## src/rtl/ifu_axi_pkg.sv

```systemverilog
// Shared types for the instruction fetch AXI4-Lite front end: FSM state encoding,
// AXI response codes and a debug helper that turns a state into printable ASCII.
package ifu_axi_pkg;

    typedef enum logic [1:0] {
        IFU_IDLE = 2'd0,
        IFU_AR   = 2'd1,
        IFU_R    = 2'd2,
        IFU_RESP = 2'd3
    } ifu_state_t;

    localparam logic [1:0] AXI_RESP_OKAY   = 2'b00;
    localparam logic [1:0] AXI_RESP_EXOKAY = 2'b01;
    localparam logic [1:0] AXI_RESP_SLVERR = 2'b10;
    localparam logic [1:0] AXI_RESP_DECERR = 2'b11;

    // Four ASCII characters per state, handy for waveform viewers and bench messages.
    function automatic logic [31:0] state_name(input ifu_state_t s);
        logic [31:0] name;
        case (s)
            IFU_IDLE: name = "IDLE";
            IFU_AR:   name = "AR  ";
            IFU_R:    name = "R   ";
            IFU_RESP: name = "RESP";
            default:  name = "????";
        endcase
        return name;
    endfunction

endpackage

```

## src/rtl/ifu_axi_if.sv

```systemverilog
// Fetch-request and AXI4-Lite read bundle; master is the fetch unit, slave is the
// controller/memory side that issues requests and answers AR/R.
interface ifu_axi_if #(
    parameter int XLEN = 32
);
    logic            reqValid;
    logic [XLEN-1:0] pc;
    logic            respValid;
    logic [XLEN-1:0] inst;
    logic            fault;

    logic            arvalid;
    logic            arready;
    logic [XLEN-1:0] araddr;
    logic            rvalid;
    logic            rready;
    logic [XLEN-1:0] rdata;
    logic [1:0]      rresp;

    modport master (
        input  reqValid, pc, arready, rvalid, rdata, rresp,
        output respValid, inst, fault, arvalid, araddr, rready
    );

    modport slave (
        output reqValid, pc, arready, rvalid, rdata, rresp,
        input  respValid, inst, fault, arvalid, araddr, rready
    );

endinterface

```

## src/rtl/ifu_axi.sv

```systemverilog
// Single-outstanding instruction fetch over AXI4-Lite; misaligned pc faults with no bus access.
// respValid 3 cycles after reqValid (2 when misaligned); AR and R simply wait on arready/rvalid.
module ifu_axi
    import ifu_axi_pkg::*;
#(
    parameter int              XLEN       = 32,
    parameter logic [XLEN-1:0] FAULT_INST = XLEN'(32'h0000_0013)
) (
    input logic       clock,
    input logic       reset,
    ifu_axi_if.master bus
);

    ifu_state_t      state;
    ifu_state_t      state_nxt;
    logic            misalign_pend;
    logic            misalign_pend_nxt;
    logic            capture;
    logic            pc_aligned;
    logic            beat_take;

    logic            arvalid_q;
    logic            rready_q;
    logic            resp_q;
    logic [XLEN-1:0] araddr_q;
    logic [XLEN-1:0] inst_q;
    logic            fault_q;

    assign pc_aligned = (bus.pc[1:0] == 2'b00);

    always_comb begin
        state_nxt         = state;
        misalign_pend_nxt = 1'b0;
        capture           = 1'b0;
        beat_take         = 1'b0;
        case (state)
            IFU_IDLE: begin
                // A misaligned request spends one decode cycle in IDLE before RESP.
                if (misalign_pend) begin
                    state_nxt = IFU_RESP;
                end else if (bus.reqValid) begin
                    if (pc_aligned) begin
                        capture   = 1'b1;
                        state_nxt = IFU_AR;
                    end else begin
                        misalign_pend_nxt = 1'b1;
                    end
                end
            end
            IFU_AR: begin
                if (bus.arready) begin
                    state_nxt = IFU_R;
                end
            end
            IFU_R: begin
                if (bus.rvalid) begin
                    beat_take = 1'b1;
                    state_nxt = IFU_RESP;
                end
            end
            IFU_RESP: begin
                state_nxt = IFU_IDLE;
            end
            default: begin
                state_nxt = IFU_IDLE;
            end
        endcase
    end

    always_ff @(posedge clock) begin
        if (reset) begin
            state         <= IFU_IDLE;
            misalign_pend <= 1'b0;
            arvalid_q     <= 1'b0;
            rready_q      <= 1'b0;
            resp_q        <= 1'b0;
            araddr_q      <= '0;
            inst_q        <= FAULT_INST;
            fault_q       <= 1'b0;
        end else begin
            state         <= state_nxt;
            misalign_pend <= misalign_pend_nxt;
            // Handshake outputs follow the next state so nothing combinational reaches a port.
            arvalid_q     <= (state_nxt == IFU_AR);
            rready_q      <= (state_nxt == IFU_IDLE) || (state_nxt == IFU_R);
            resp_q        <= (state_nxt == IFU_RESP);
            if (capture) begin
                araddr_q <= bus.pc;
            end
            if (misalign_pend && (state == IFU_IDLE)) begin
                inst_q  <= FAULT_INST;
                fault_q <= 1'b1;
            end else if (beat_take) begin
                if (bus.rresp == AXI_RESP_OKAY) begin
                    inst_q  <= bus.rdata;
                    fault_q <= 1'b0;
                end else begin
                    inst_q  <= FAULT_INST;
                    fault_q <= 1'b1;
                end
            end
        end
    end

    assign bus.arvalid   = arvalid_q;
    assign bus.araddr    = araddr_q;
    assign bus.rready    = rready_q;
    assign bus.respValid = resp_q;
    assign bus.inst      = inst_q;
    assign bus.fault     = fault_q;

endmodule

```

## src/flat_wrapper.sv

```systemverilog
// flat-port wrapper written by rule: the top's interface ports become plain ports
module ifu_axi_flat import ifu_axi_pkg::*;
#(
    parameter int              XLEN       = 32,
    parameter logic [XLEN-1:0] FAULT_INST = XLEN'(32'h0000_0013)
)
  (clock, reset, bus_reqValid, bus_pc, bus_arready, bus_rvalid, bus_rdata, bus_rresp, bus_respValid, bus_inst, bus_fault, bus_arvalid, bus_araddr, bus_rready);
  ifu_axi_if #(.XLEN(XLEN)) bus_i ();
  input logic clock;
  input logic reset;
  input wire logic [$bits(bus_i.reqValid)-1:0] bus_reqValid;
  input wire logic [$bits(bus_i.pc)-1:0] bus_pc;
  input wire logic [$bits(bus_i.arready)-1:0] bus_arready;
  input wire logic [$bits(bus_i.rvalid)-1:0] bus_rvalid;
  input wire logic [$bits(bus_i.rdata)-1:0] bus_rdata;
  input wire logic [$bits(bus_i.rresp)-1:0] bus_rresp;
  output wire logic [$bits(bus_i.respValid)-1:0] bus_respValid;
  output wire logic [$bits(bus_i.inst)-1:0] bus_inst;
  output wire logic [$bits(bus_i.fault)-1:0] bus_fault;
  output wire logic [$bits(bus_i.arvalid)-1:0] bus_arvalid;
  output wire logic [$bits(bus_i.araddr)-1:0] bus_araddr;
  output wire logic [$bits(bus_i.rready)-1:0] bus_rready;
  assign bus_i.reqValid = bus_reqValid;
  assign bus_i.pc = bus_pc;
  assign bus_i.arready = bus_arready;
  assign bus_i.rvalid = bus_rvalid;
  assign bus_i.rdata = bus_rdata;
  assign bus_i.rresp = bus_rresp;
  assign bus_respValid = bus_i.respValid;
  assign bus_inst = bus_i.inst;
  assign bus_fault = bus_i.fault;
  assign bus_arvalid = bus_i.arvalid;
  assign bus_araddr = bus_i.araddr;
  assign bus_rready = bus_i.rready;
  ifu_axi #(.XLEN(XLEN), .FAULT_INST(FAULT_INST)) u_core (.clock(clock), .reset(reset), .bus(bus_i));
endmodule
```

## config.mk

```make
export PLATFORM = sky130hd
export DESIGN_NAME = ifu_axi_flat
export DESIGN_NICKNAME = d
export VERILOG_FILES = /design/src/rtl/ifu_axi_pkg.sv /design/src/rtl/ifu_axi_if.sv /design/src/rtl/ifu_axi.sv /design/src/flat_wrapper.sv
export SDC_FILE = /design/constraint.sdc
export NUM_CORES = 1
export LEC_CHECK = 0
export ABC_AREA = 0
export ABC_CLOCK_PERIOD_IN_PS = 3550
export CAP_MARGIN = 25
export CORE_ASPECT_RATIO = 0.8
export CORE_MARGIN = 2
export CORE_UTILIZATION = 45
export CTS_BUF_LIST = sky130_fd_sc_hd__clkbuf_8
export CTS_CLUSTER_DIAMETER = 60
export DETAILED_ROUTE_END_ITERATION = 12
export PLACE_DENSITY = 0.88
export SYNTH_ARGS = -nofsm -noshare
export SYNTH_HDL_FRONTEND = slang
export SYNTH_SLANG_ARGS = --single-unit
export TNS_END_PERCENT = 1
```

## constraint.sdc

```tcl
create_clock -name clock -period 3.55 [get_ports clock]
set_input_delay 0.5325 -clock clock [delete_from_list [all_inputs] [get_ports clock]]
set_output_delay 0.5325 -clock clock [all_outputs]
set_load 0.05 [all_outputs]
```

==> results.txt, run 1 <==
HPWL after detailed placement: 5.48 mm
Die X-Extent: 93.4 µm
number of remaining DRC errors: 0
NumNets Final: 514
startpoint of the tightest hold check path: u_core.bus.inst[31]
worst slew margin relative to its limit: 56.8%
Final Setup Violations: 0
synth top area cells: sky130_fd_sc_hd__dfxtp_1 (49%), sky130_fd_sc_hd__nand4b_1 (9.1%), sky130_fd_sc_hd__nand2b_1 (6.7%)
First-pass DRT Iterations: 5
routed length per placed instance: 14.8 µm
total number of vias: 2778
Setup Skew: 0.00891 ns
height of the die: 75.5 µm
Root Driver: sky130_fd_sc_hd__clkbuf_8
buffer levels on the longest clock path: 2
cell type group with the largest total delay on the critical path: buffers and inverters
endpoint with the worst hold slack: u_core.bus.inst[31]
Mean Syn Cell Area: 9.08 µm²
H-tree depth: 3
share of post-route cells with drive strength above 1: 8.93%
CP Cell Sequence: clkdlybuf4s50_1
proportion of netlist area held by the largest area contributor: 49.4%
warnings from Yosys: 0
final weighted congestion of routability-driven global placement: 0.713
final antenna-violating net count: 0
maximum number of pins on one net before global-route repair: 34
outcome: complete, no violations
number of primary I/O pins: 139
layout-stage area growth over the synthesis result: 56.7%
CP max stage delay: 0.85 ns
kind of end point of the critical path: output pin
gr ovfl total: 0
highest clock rate: 472 MHz
post_cts resized: 0
setup repair after global routing missed its margin: false
number of distinct library cells after synthesis: 29
Power Dens Cells: 467 nW/µm²
final number of max-transition violations: 0
number of hold violations in the final report: 0
antenna violations before repair: 0
sum of routed wire length over all layers: 7.90 mm
global-route wire length before repair: 12.1 mm
Post-Syn Area: 2880 µm²
accumulated negative setup slack: 0 ns
clk_lat worst skew: 0.35 ns
clock tree from TritonCTS: yes
slack of the worst reg-to-reg path: 1.66 ns
cell depth of the worst min-delay path: 2
cts bufs inserted: 9
number of input and output port buffers inserted: 138
Peak VDD IR: 358 µV
detailed-route vias per instance: 5.22
Ant. Diodes: 0
Crit path buffers/inverters: 1
sequential area share after synthesis: 49.4%
row count: 26
cts hold-fix bufs: 0
most frequent cells after synthesis: sky130_fd_sc_hd__dfxtp_1 (71), sky130_fd_sc_hd__o21ai_1 (33), sky130_fd_sc_hd__nand2b_1 (31)
Worst EP required: 3.02 ns
data arrival time of the worst path: 1.59 ns
leakage dissipation: 1.51 nW
Worst Setup Start Kind: flop
clock period minus final worst setup slack: 2.12 ns
clock sink total: 71
number of instances in the synthesized netlist: 317
start-to-end type of the worst setup path: flop to output pin
die footprint: 7050 µm²
leading cell type by number of instances after synthesis: sky130_fd_sc_hd__dfxtp_1
most frequently used flop master after synthesis: sky130_fd_sc_hd__dfxtp_1
Slowest-stage cell, CP: sky130_fd_sc_hd__clkdlybuf4s50_1
DRC marker count from the first detailed-route iteration: 154
post-layout total power: 0.00211 W
clock-pin slew on the worst setup and hold paths: 0.08 ns
largest fanout on the critical path: 2
global router's overall resource usage: 22.1%
# Post-CTS Setup Buffers: 0
initial core utilization: 45.8%
cell depth of the worst flop-to-flop path: 4
number of synthesized register bits: 71
start of the worst register-to-register path: u_core.state[1]
total nets after synthesis: 388
reg2reg end: u_core.bus.inst[1]
area of the core: 6280 µm²
transition time at the pin with the least slew margin: 0.646 ns
largest area contributor in the netlist: sky130_fd_sc_hd__dfxtp_1
Max Cap Violations: 0
via count of the first global-routing pass: 2535
count of flip-flops with a built-in enable after synthesis: 0
proportion of synthesized flip-flops having asynchronous set or reset: 0%
Min-Delay Path Class: flop to flop
final worst path period share: 59.7%
kinds of logic after synthesis:
group | Yosys count | synth area share (%)
simple gates | 144 | 30.0
compound gates | 68 | 13.6
buf+inv | 32 | 6.39
mux | 2 | 0.696
flops | 71 | 49.4
metal layers:
layer  part of all wire, %  vias to the layer above  GRT usage, %  wire length [µm]
li1                      -                     1359             -                 -
met1                    41                     1289          27.5              3250
met2                    47                      115          34.6              3740
met3                   9.5                       15          9.59               750
met4                   2.0                        0          8.17               161
met5                     0                        -             0                 0
sequential cells by signal (all words and copies together) (netlist names):
signal / flops
u_core.bus.respValid: 1
u_core.bus.fault: 1
u_core.bus.rready: 1
u_core.misalign_pend: 1
u_core.state: 2
u_core.bus.arvalid: 1
u_core.bus.inst: 32
u_core.bus.araddr: 32
where the power goes:
part	switching (W)	leakage [nW]	internal [W]	total, W
combinational	0.000277	0.814	0.000185	0.000461
sequential	0.0000311	0.575	0.000834	0.000865
clock	0.000311	0.120	0.000469	0.000780
total	0.000619	1.51	0.00149	0.00211
per-stage QoR:
| step | hold slack [ns] | utilization, % | worst slack [ns] | std cells | cell area, µm² |
|---|---|---|---|---|---|
| detailed placement | 0.449 | 67.7 | 1.15 | 515 | 4250 |
| global route | 0.479 | 71.8 | 1.39 | 532 | 4510 |
| CTS | 0.460 | 71.6 | 1.41 | 531 | 4500 |
| finish | 0.456 | 71.8 | 1.43 | 532 | 4510 |
| global placement | 0.439 | 67.7 | 1.26 | 515 | 4250 |
| floorplan | 0.489 | - | 2.22 | 317 | 2880 |
layout make-up:
cell class                      instances  area (µm²)
Multi-Input combinational cell        214        1290
Clock inverter                          7         120
Tap cell                               84         105
Timing Repair Buffer                  146        1450
Clock buffer                            9         124
Inverter                                1        3.75
Fill cell                             483        1770
Sequential cell                        71        1420
worst max-delay path by stage:
stage | start | slack [ns] | depth (start not counted) | end
6_report | u_core.bus.araddr[19] | 1.43 | 1 | bus_araddr[19]
5_1_grt | u_core.bus.araddr[19] | 1.39 | 1 | bus_araddr[19]
4_1_cts | u_core.bus.araddr[19] | 1.41 | 1 | bus_araddr[19]
3_5_place_dp | bus_rvalid | 1.15 | 5 | u_core.bus.inst[1]
3_3_place_gp | bus_rvalid | 1.26 | 5 | u_core.bus.inst[0]
2_1_floorplan | bus_pc[0] | 2.22 | 4 | u_core.bus.araddr[21]
cell usage in the layout (no fill, tap or decap):
| cell | n |
|---|---|
| sky130_fd_sc_hd__and2_4 | 1 |
| sky130_fd_sc_hd__nor2b_1 | 2 |
| sky130_fd_sc_hd__o221ai_2 | 1 |
| sky130_fd_sc_hd__buf_8 | 1 |
| sky130_fd_sc_hd__or3_1 | 1 |
| sky130_fd_sc_hd__clkinv_4 | 1 |
| sky130_fd_sc_hd__clkinvlp_4 | 1 |
| sky130_fd_sc_hd__and3b_1 | 1 |
| sky130_fd_sc_hd__nand2b_1 | 31 |
| sky130_fd_sc_hd__a21oi_1 | 22 |
| sky130_fd_sc_hd__buf_4 | 7 |
| sky130_fd_sc_hd__nor4b_1 | 1 |
| sky130_fd_sc_hd__nand4b_1 | 30 |
| sky130_fd_sc_hd__or2_2 | 1 |
| sky130_fd_sc_hd__nand3b_1 | 1 |
| sky130_fd_sc_hd__clkdlybuf4s50_1 | 138 |
| sky130_fd_sc_hd__clkinv_2 | 1 |
| sky130_fd_sc_hd__nor3_1 | 5 |
| sky130_fd_sc_hd__nor2_1 | 6 |
| sky130_fd_sc_hd__inv_1 | 1 |
| sky130_fd_sc_hd__o21ai_0 | 1 |
| sky130_fd_sc_hd__nor3b_4 | 1 |
| sky130_fd_sc_hd__nand2_1 | 30 |
| sky130_fd_sc_hd__a21oi_2 | 10 |
| sky130_fd_sc_hd__dfxtp_1 | 71 |
| sky130_fd_sc_hd__inv_6 | 1 |
| sky130_fd_sc_hd__nor3b_1 | 2 |
| sky130_fd_sc_hd__bufinv_16 | 3 |
| sky130_fd_sc_hd__nand3_1 | 29 |
| sky130_fd_sc_hd__nor2_2 | 1 |
| sky130_fd_sc_hd__o21ai_1 | 33 |
| sky130_fd_sc_hd__nor3_4 | 1 |
| sky130_fd_sc_hd__clkbuf_8 | 9 |
| sky130_fd_sc_hd__a21o_1 | 1 |
| sky130_fd_sc_hd__mux2i_1 | 2 |
Note: power is estimated with default switching activity, not from simulation.
==> run 2: changes to the inputs <==
Settings changed: ABC_CLOCK_PERIOD_IN_PS 3550 to 1800, CORE_UTILIZATION 45 to 38, PLACE_DENSITY 0.88 to 0.79.
Clock period 3.55 ns to 1.8 ns, I/O delays scaled along.
==> run 2 against run 1 <==
Against the previous run: sequential cell count did not move; register-to-register slack got worse by 1.3 ns; routed wire length rose by 0.86%; setup slack got worse by 1.4 ns; clock-buffer cell count rose by 1; first-iteration DRC count fell by 38%; critical path type unchanged; critical endpoint is now bus_araddr[30]; largest cell class unchanged; largest power group unchanged.
==> results.txt, run 2 (same netlist as run 1, synthesis figures left out) <==
outcome: complete, no violations (unchanged)
data arrival time of the worst path: 1.49 ns (was 1.59 ns)
kind of end point of the critical path: output pin (unchanged)
Max Cap Violations: 0 (unchanged)
final weighted congestion of routability-driven global placement: 0.769 (was 0.713)
final antenna-violating net count: 0 (unchanged)
register share of total power: 43.9% (was 41.1%)
layout-stage area growth over the synthesis result: 59.3% (was 56.7%)
dpl ws: 0.0695 ns (was 1.15 ns)
antenna violations before repair: 0 (unchanged)
start-to-end type of the worst setup path: flop to output pin (unchanged)
Setup Skew: 0.0111 ns (was 0.00891 ns)
cts bufs inserted: 9 (unchanged)
HPWL after detailed placement: 5.62 mm (was 5.48 mm)
origin of the worst setup path: u_core.bus.araddr[30] (was u_core.bus.araddr[19])
clock-pin slew on the worst setup and hold paths: 0.08 ns (about the same)
largest fanout on the critical path: 2 (unchanged)
clk_lat worst skew: 0.34 ns (was 0.35 ns)
global router's overall resource usage: 18.8% (was 22.1%)
H-tree depth: 3 (unchanged)
start of the worst register-to-register path: u_core.state[0] (was u_core.state[1])
net switching power: 0.00120 W (was 0.000619 W)
number of input and output port buffers inserted: 138 (unchanged)
clock tree from TritonCTS: yes (unchanged)
startpoint of the tightest hold check path: u_core.bus.inst[8] (was u_core.bus.inst[31])
Die X-Extent: 101 µm (was 93.4 µm)
transition time at the pin with the least slew margin: 0.572 ns (was 0.646 ns)
global-route wire length before repair: 12.2 mm (was 12.1 mm)
number of remaining DRC errors: 0 (unchanged)
logic gate share of total power: 23.9% (was 21.9%)
highest clock rate: 568 MHz
clock period minus final worst setup slack: 1.76 ns
CP max stage delay: 0.81 ns (was 0.85 ns)
internal power: 0.00269 W (was 0.00149 W)
Ant. Diodes: 0 (unchanged)
post-layout total power: 0.00389 W (was 0.00211 W)
final worst path period share: 97.7%
row count: 28 (was 26)
Worst EP required: 1.53 ns (was 3.02 ns)
number of hold violations in the final report: 0 (unchanged)
# Post-CTS Setup Buffers: 0 (unchanged)
routed length per placed instance: 14.7 µm (was 14.8 µm)
CP Cell Sequence: clkdlybuf4s50_1 (unchanged)
Peak VDD IR: 468 µV (was 358 µV)
worst slew margin relative to its limit: 61.8% (was 56.8%)
Slowest-stage cell, CP: sky130_fd_sc_hd__clkdlybuf4s50_1 (unchanged)
buffer levels on the longest clock path: 2 (unchanged)
fraction of power consumed by the clock network: 32.2% (was 37.0%)
sum of routed wire length over all layers: 7.96 mm (was 7.90 mm)
maximum number of pins on one net before global-route repair: 39 (was 34)
Power Dens Cells: 848 nW/µm² (was 467 nW/µm²)
First-pass DRT Iterations: 5 (unchanged)
Crit path buffers/inverters: 1 (unchanged)
clock sink total: 71 (unchanged)
Worst Slack Setup Final: 0.0407 ns (was 1.43 ns)
Final Setup Violations: 0 (unchanged)
cts hold-fix bufs: 0 (unchanged)
switching share of power: 30.9% (was 29.4%)
die footprint: 8290 µm² (was 7050 µm²)
final number of max-transition violations: 0 (unchanged)
DRC marker count from the first detailed-route iteration: 96 (was 154)
post_cts resized: 3 (was 0)
initial core utilization: 39.1% (was 45.8%)
detailed-route vias per instance: 5.13 (was 5.22)
NumNets Final: 516 (was 514)
total number of vias: 2770 (was 2778)
setup repair after global routing missed its margin: false (unchanged)
share of post-route cells with drive strength above 1: 10.4% (was 8.93%)
via count of the first global-routing pass: 2597 (was 2535)
number of primary I/O pins: 139 (unchanged)
Root Driver: sky130_fd_sc_hd__clkbuf_8 (unchanged)
accumulated negative setup slack: 0 ns (unchanged)
Worst Setup Start Kind: flop (unchanged)
cell type group with the largest total delay on the critical path: buffers and inverters (unchanged)
leakage dissipation: 2.23 nW (was 1.51 nW)
height of the die: 81.8 µm (was 75.5 µm)
area of the core: 7360 µm² (was 6280 µm²)
Min-Delay Path Class: flop to flop (unchanged)
commonest non-fill, non-tap cell in the layout: sky130_fd_sc_hd__clkdlybuf4s50_1 (unchanged)
top library cells by usage in the layout, fill and taps aside: sky130_fd_sc_hd__clkdlybuf4s50_1 (89), sky130_fd_sc_hd__dfxtp_1 (71), sky130_fd_sc_hd__dlymetal6s2s_1 (40), sky130_fd_sc_hd__o21ai_1 (33), sky130_fd_sc_hd__nand2b_1 (31) (was sky130_fd_sc_hd__clkdlybuf4s50_1 (138), sky130_fd_sc_hd__dfxtp_1 (71), sky130_fd_sc_hd__o21ai_1 (33), sky130_fd_sc_hd__nand2b_1 (31))
gr ovfl total: 0 (unchanged)
## run 2: changes by cell type in the layout (fill, tap and decap cells not counted), moves of 2 or more
| cell | previous run | this run |
|---|---|---|
| sky130_fd_sc_hd__clkinvlp_4 | 1 | 3 |
| sky130_fd_sc_hd__bufinv_16 | 3 | 1 |
| sky130_fd_sc_hd__buf_12 | 0 | 2 |
| sky130_fd_sc_hd__buf_4 | 7 | 13 |
| sky130_fd_sc_hd__dlygate4sd2_1 | 0 | 3 |
| sky130_fd_sc_hd__clkdlybuf4s50_1 | 138 | 89 |
| sky130_fd_sc_hd__dlymetal6s2s_1 | 0 | 40 |
## run 2: routing by layer
layer,wire [µm],vias up,global-route usage (%)
li1,-,1367,-
met1,3430,1282,23.3
met2,3730,109,29.5
met3,680,12,7.57
met4,119,0,7.03
met5,0,-,0
## run 2: power groups by stage
| stage | Clock [W] | Combinational [W] | Sequential (W) |
|---|---|---|---|
| 3_3_place_gp | 0 | 0.000920 | 0.00174 |
| 4_1_cts | 0.00129 | 0.000930 | 0.00171 |
| 5_1_grt | 0.00137 | 0.000982 | 0.00172 |
| 3_5_place_dp | 0 | 0.000928 | 0.00174 |
| 2_1_floorplan | 0 | 0.000376 | 0.00193 |
| 6_report | 0.00125 | 0.000928 | 0.00171 |
## run 2: cell type report
| cell class | instances | area [µm²] |
|---|---|---|
| Sequential cell | 71 | 1420 |
| Clock inverter | 6 | 61.3 |
| Multi-Input combinational cell | 214 | 1290 |
| Clock buffer | 10 | 138 |
| Tap cell | 90 | 113 |
| Inverter | 1 | 3.75 |
| Fill cell | 618 | 2770 |
| Timing Repair Buffer | 148 | 1560 |
## run 2: worst paths after layout
check | end | slack, ns | cells after the start
max | bus_araddr[30] | 0.04 | 1
min reg2reg | u_core.bus.inst[8] | 0.45 | 2
max reg2reg | u_core.bus.araddr[29] | 0.38 | 3
min | u_core.bus.inst[8] | 0.45 | 2
## run 2: stage by stage
step	hold slack (ns)	util (%)	instance area, µm²	std cells
floorplan	0.420	-	2880	317
global placement	0.438	58.3	4290	524
detailed placement	0.443	58.3	4290	524
CTS	0.453	61.0	4480	540
global route	0.479	62.3	4580	540
finish	0.449	62.3	4580	540
